## config.mk

```make
export PLATFORM = sky130hd
export DESIGN_NAME = game_sequencer
export DESIGN_NICKNAME = d
export VERILOG_FILES = /design/src/rtl/game_pkg.sv /design/src/rtl/game_timer.sv /design/src/rtl/game_sequencer.sv
export SDC_FILE = /design/constraint.sdc
export NUM_CORES = 1
export LEC_CHECK = 0
export BUFFER_PORTS_ARGS = -buffer_cell sky130_fd_sc_hd__buf_2
export CORE_MARGIN = 4
export CORE_UTILIZATION = 45
export DETAILED_ROUTE_END_ITERATION = 12
export SYNTH_ARGS = -nofsm -noshare
export SYNTH_HDL_FRONTEND = slang
export SYNTH_HIERARCHICAL = 1
export SYNTH_SLANG_ARGS = --single-unit
```

## constraint.sdc

```tcl
create_clock -name clk -period 3.69 [get_ports clk]
set_input_delay 0.738 -clock clk [delete_from_list [all_inputs] [get_ports clk]]
set_output_delay 0.738 -clock clk [all_outputs]
set_load 0.1 [all_outputs]
```

## src/rtl/game_pkg.sv

```systemverilog
// Shared game status encoding for the sequencer and the blocks that display or react to it.
// Latency: n/a (types only).
// Backpressure: n/a.
package game_pkg;

  typedef enum logic [2:0] {
    STATUS_PLAYING   = 3'd0,
    STATUS_LEVEL_WIN = 3'd1,
    STATUS_WORLD_WIN = 3'd2,
    STATUS_GAME_WIN  = 3'd3,
    STATUS_GAME_OVER = 3'd4,
    STATUS_IDLE      = 3'd5,
    STATUS_PAUSED    = 3'd6
  } status_t;

endpackage

```

## src/rtl/game_timer.sv

```systemverilog
// Loadable down-counter for banner and immunity windows; counts only while run is high.
// Latency: load takes effect after the edge; done is high in the last counted cycle.
// Backpressure: none; run freezes the count, load restarts it.
// Ports: clk, rst (async active-low), load (restart at CYCLES), run (count enable),
//        busy (count non-zero), done (one-cycle pulse in the final run cycle).
module game_timer #(
  parameter  int CYCLES = 4,
  localparam int CW     = $clog2(CYCLES + 1)
) (
  input  logic clk,
  input  logic rst,
  input  logic load,
  input  logic run,
  output logic busy,
  output logic done
);

  logic [CW-1:0] count;

  assign busy = (count != '0);
  // Raised during the last counted cycle so the owner can act on the same edge
  // that retires the window; a reload supersedes a stale expiry.
  assign done = run && !load && (count == CW'(1));

  always_ff @(posedge clk or negedge rst) begin
    if (!rst) begin
      count <= '0;
    end else if (load) begin
      count <= CW'(CYCLES);
    end else if (run && busy) begin
      count <= count - CW'(1);
    end
  end

endmodule

```

## src/rtl/game_sequencer.sv

```systemverilog
// Game progress sequencer: world/level/lives/scroll tracking, win banners, hit immunity, pause.
// Latency: every input sampled at edge N is reflected on the registered outputs after edge N.
// Backpressure: none; pulses arriving in states that do not use them are dropped.
// Ports: clk, rst (async active-low), start, pause (raw button), scroll_got, hit (pulses);
//        level, world, lives, scrolls_left, game_status, level_load (strobe), invulnerable.
module game_sequencer
  import game_pkg::*;
#(
  parameter  int NUM_LEVELS        = 6,
  parameter  int NUM_WORLDS        = 2,
  parameter  int NUM_LIVES         = 3,
  parameter  int SCROLLS_PER_LEVEL = 6,
  parameter  int BANNER_CYCLES     = 100_000_000,
  parameter  int INVULN_CYCLES     = 50_000_000,
  localparam int LW                = (NUM_LEVELS > 1) ? $clog2(NUM_LEVELS) : 1,
  localparam int WW                = (NUM_WORLDS > 1) ? $clog2(NUM_WORLDS) : 1,
  localparam int LFW               = $clog2(NUM_LIVES + 1),
  localparam int SW                = $clog2(SCROLLS_PER_LEVEL + 1)
) (
  input  logic           clk,
  input  logic           rst,
  input  logic           start,
  input  logic           pause,
  input  logic           scroll_got,
  input  logic           hit,
  output logic [LW-1:0]  level,
  output logic [WW-1:0]  world,
  output logic [LFW-1:0] lives,
  output logic [SW-1:0]  scrolls_left,
  output logic [2:0]     game_status,
  output logic           level_load,
  output logic           invulnerable
);

  localparam logic [LW-1:0]  LAST_LEVEL   = LW'(NUM_LEVELS - 1);
  localparam logic [WW-1:0]  LAST_WORLD   = WW'(NUM_WORLDS - 1);
  localparam logic [LFW-1:0] FULL_LIVES   = LFW'(NUM_LIVES);
  localparam logic [SW-1:0]  FULL_SCROLLS = SW'(SCROLLS_PER_LEVEL);

  status_t state;
  logic    pause_q;
  logic    pause_edge;
  logic    playing;
  logic    in_banner;
  logic    level_clear;
  logic    take_hit;
  logic    banner_done;
  logic    invuln_done;
  logic    banner_busy;
  logic    invuln_busy;
  logic    unused_busy;

  assign game_status = state;
  assign playing     = (state == STATUS_PLAYING);
  assign in_banner   = (state == STATUS_LEVEL_WIN) || (state == STATUS_WORLD_WIN);
  assign pause_edge  = pause && !pause_q;

  // Priority inside PLAYING: a pause edge swallows same-cycle pulses, and the
  // final scroll of a level swallows a same-cycle hit.
  assign level_clear = playing && !pause_edge && scroll_got && (scrolls_left == SW'(1));
  assign take_hit    = playing && !pause_edge && hit && !invulnerable && !level_clear;

  // Completion is signalled through done; the busy flags are not needed here.
  assign unused_busy = banner_busy ^ invuln_busy;

  game_timer #(.CYCLES(BANNER_CYCLES)) u_banner_timer (
    .clk  (clk),
    .rst  (rst),
    .load (level_clear),
    .run  (in_banner),
    .busy (banner_busy),
    .done (banner_done)
  );

  // Only PLAYING cycles advance the immunity window, so PAUSED freezes it.
  game_timer #(.CYCLES(INVULN_CYCLES)) u_invuln_timer (
    .clk  (clk),
    .rst  (rst),
    .load (take_hit && (lives > LFW'(1))),
    .run  (playing),
    .busy (invuln_busy),
    .done (invuln_done)
  );

  always_ff @(posedge clk or negedge rst) begin
    if (!rst) begin
      state        <= STATUS_IDLE;
      level        <= '0;
      world        <= '0;
      lives        <= FULL_LIVES;
      scrolls_left <= FULL_SCROLLS;
      level_load   <= 1'b0;
      invulnerable <= 1'b0;
      pause_q      <= 1'b0;
    end else begin
      pause_q    <= pause;
      level_load <= 1'b0;
      case (state)
        STATUS_IDLE, STATUS_GAME_WIN, STATUS_GAME_OVER: begin
          if (start) begin
            level        <= '0;
            world        <= '0;
            lives        <= FULL_LIVES;
            scrolls_left <= FULL_SCROLLS;
            invulnerable <= 1'b0;
            level_load   <= 1'b1;
            state        <= STATUS_PLAYING;
          end
        end
        STATUS_PLAYING: begin
          if (invuln_done) invulnerable <= 1'b0;
          if (pause_edge) begin
            state <= STATUS_PAUSED;
          end else if (level_clear) begin
            scrolls_left <= '0;
            invulnerable <= 1'b0;
            if (level != LAST_LEVEL)      state <= STATUS_LEVEL_WIN;
            else if (world != LAST_WORLD) state <= STATUS_WORLD_WIN;
            else                          state <= STATUS_GAME_WIN;
          end else begin
            if (scroll_got) scrolls_left <= scrolls_left - SW'(1);
            if (take_hit) begin
              if (lives > LFW'(1)) begin
                lives        <= lives - LFW'(1);
                invulnerable <= 1'b1;
              end else begin
                lives <= '0;
                state <= STATUS_GAME_OVER;
              end
            end
          end
        end
        STATUS_PAUSED: begin
          if (pause_edge) state <= STATUS_PLAYING;
        end
        STATUS_LEVEL_WIN, STATUS_WORLD_WIN: begin
          if (banner_done) begin
            scrolls_left <= FULL_SCROLLS;
            level_load   <= 1'b1;
            state        <= STATUS_PLAYING;
            if (state == STATUS_LEVEL_WIN) begin
              level <= level + LW'(1);
            end else begin
              level <= '0;
              world <= world + WW'(1);
            end
          end
        end
        default: state <= STATUS_IDLE;
      endcase
    end
  end

endmodule

```

==> impl_metrics.csv <==
group,metric,value,unit
die,io_pins,20,
final_layout,drive_gt1_share,17.1,%
cts,clk-insertion-delay-late,0.34,ns
route,antenna_left,0,
global_routing,grt_pass1_wl,16100,microns
cts,ctsResizeCount,0,
sta,maxSlewHeadroom,45.5,%
global_routing,overflow,0,
placement,gp_congestion,0.837,
die,core_area,0.00889,sq mm
global_routing,grt_max_degree,36,
route,firstDrtPassIters,4,
final_layout,nNetsFinal,474,
final_layout,layout_common_cells,"dfrtp_1 (62), nor2_1 (35), nand2_1 (29), nor3_1 (24), a21oi_1 (20)",
critical_path,worstPathArrival,3.34,ns
critical_path,cp_max_fo,10,
flow_run,cap_violations,0,
placement,io_buffers,19,
critical_path,cp-start-kind,"flip-flop",
sta,fin_setup_tns,0,ns
cts,hold_buffers,0,
sta,fin_crit_sh,83.4,%
sta,final.setup.worst_slack,0.611,ns
global_routing,antenna_found_initial,0,
global_routing,grt_pass1_vias,3336,
die,start_util,46.9,%
route,wl_per_cell,16.0,microns
sta,finalCriticalPeriod,3.08,ns
cts,cts_made_buffers,9,
die,rows,34,
die,die_w,104,microns
route,via_per_inst,6.05,
cts,cts_max_path_buffers,2,
power_and_ir_drop,power_density,718,mW/mm^2
route,routed_wl,9120,microns
cts,cts.clk_slew.worst_paths,0.08,ns
sta,report.final.slew_viol_count,0,
die,die_h,104,microns
die,die_area,0.0109,sq mm
sta,holdWs,0.483,ns
critical_path,crit_required,3.95,ns
final_layout,area_growth,8.72,%
placement,place_hpwl,6360,microns
logic_synthesis,syn_inst,439,
power_and_ir_drop,max-vdd-ir-drop,0.000320,V
logic_synthesis,synth.avg_cell_area,9.51,sq um
final_layout,n_antenna_cell,0,
sta,setup_viol,0,
route,vias,3443,
logic_synthesis,syn_area,0.00417,sq mm
sta,rsz0062_at_grt,"false",
cts,cts_tree,"yes",
cts,root_buffer,"clkbuf_8",
cts,cts_setup_buffers,0,
logic_synthesis,synth_nets,457,
power_and_ir_drop,power.total,3.26,mW
min_path,hp-class,"input pin to async pin",
sta,hold_violations,0,
route,drtIter0Drc,146,
placement,place_ws,0.622,ns
cts,cts.sinks,68,
power_and_ir_drop,p_leak,1.74,nW
sta,fin_worst_skew,0.00844,ns
final_layout,final_common_cell,"dfrtp_1",
critical_path,end_kind,"flip-flop",
critical_path,crit_type,"flip-flop to flip-flop",
cts,h-tree-depth,3,
route,drc,0,
final_layout,fill_cells,820,
sta,fmax,0.325,GHz
sta,worst_pin_slew,0.818,ns
global_routing,track_usage,17.4,%
logic_synthesis,ys_warn_count,6,
status,outcome,"completed",
area by class of cell:
class                   instances  area [sq um]  share of cell area (%)
multi-input cells             335          2320                    51.0
clock buffers                  11           141                    3.12
clock inverters                 5          27.5                   0.607
inverters                      19          71.3                    1.57
flip-flops and latches         68          1710                    37.7
repair buffers                 23           138                    3.03
well taps                     108           135                    2.98
worst paths after layout:
| check | cells after the start | slack, ns | endpoint | startpoint |
|---|---|---|---|---|
| max in group asynchronous | 2 | 2.47 | game_status[0] | rst |
| min in group clk | 1 | 0.53 | pause_q | pause |
| worst min register to register | 1 | 0.53 | scrolls_left[2] | scrolls_left[2] |
| worst max-delay path | 10 | 0.61 | game_status[0] | game_status[0] |
| worst max register to register | 10 | 0.61 | game_status[0] | game_status[0] |
| worst min-delay path | 1 | 0.48 | u_invuln_timer/count[8] | rst |
power breakdown:
group	leakage, nW	switching, mW	internal, mW
combinational	0.899	1.04	0.503
sequential	0.755	0.224	0.946
clock	0.0889	0.289	0.258
sequential cells by signal (all words and copies together) (netlist names):
name,cells
lives,2
game_status,3
world,1
level,3
scrolls_left,3
pause_q,1
u_invuln_timer/count,26
invulnerable,1
u_banner_timer/count,27
level_load,1
metal layers:
| metal | track usage, % | routed length, microns |
|---|---|---|
| met3 | 3.29 | 272 |
| met5 | 0 | 0 |
| met4 | 4.84 | 100 |
| met2 | 28.1 | 4260 |
| met1 | 24.0 | 4490 |
critical path, stage by stage (launching register included):
cell      delay (ns)
dfstp_2         0.56
inv_1           0.08
ha_1            0.31
nand2b_1        0.32
nor3_2          0.12
clkinv_1        0.21
nand4_1         0.11
nor3_1          0.32
o32ai_2         0.24
a311oi_2        0.46
mux2i_1         0.26
per-stage QoR:
stage               area [sq um]  utilization [%]  cells
floorplan                   4170                -    439
global placement            4370             49.1    553
detailed placement          4370             49.1    553
CTS                         4540             51.0    569
global route                4540             51.0    569
finish                      4540             51.0    569
Power figures use the tool's default switching activity.
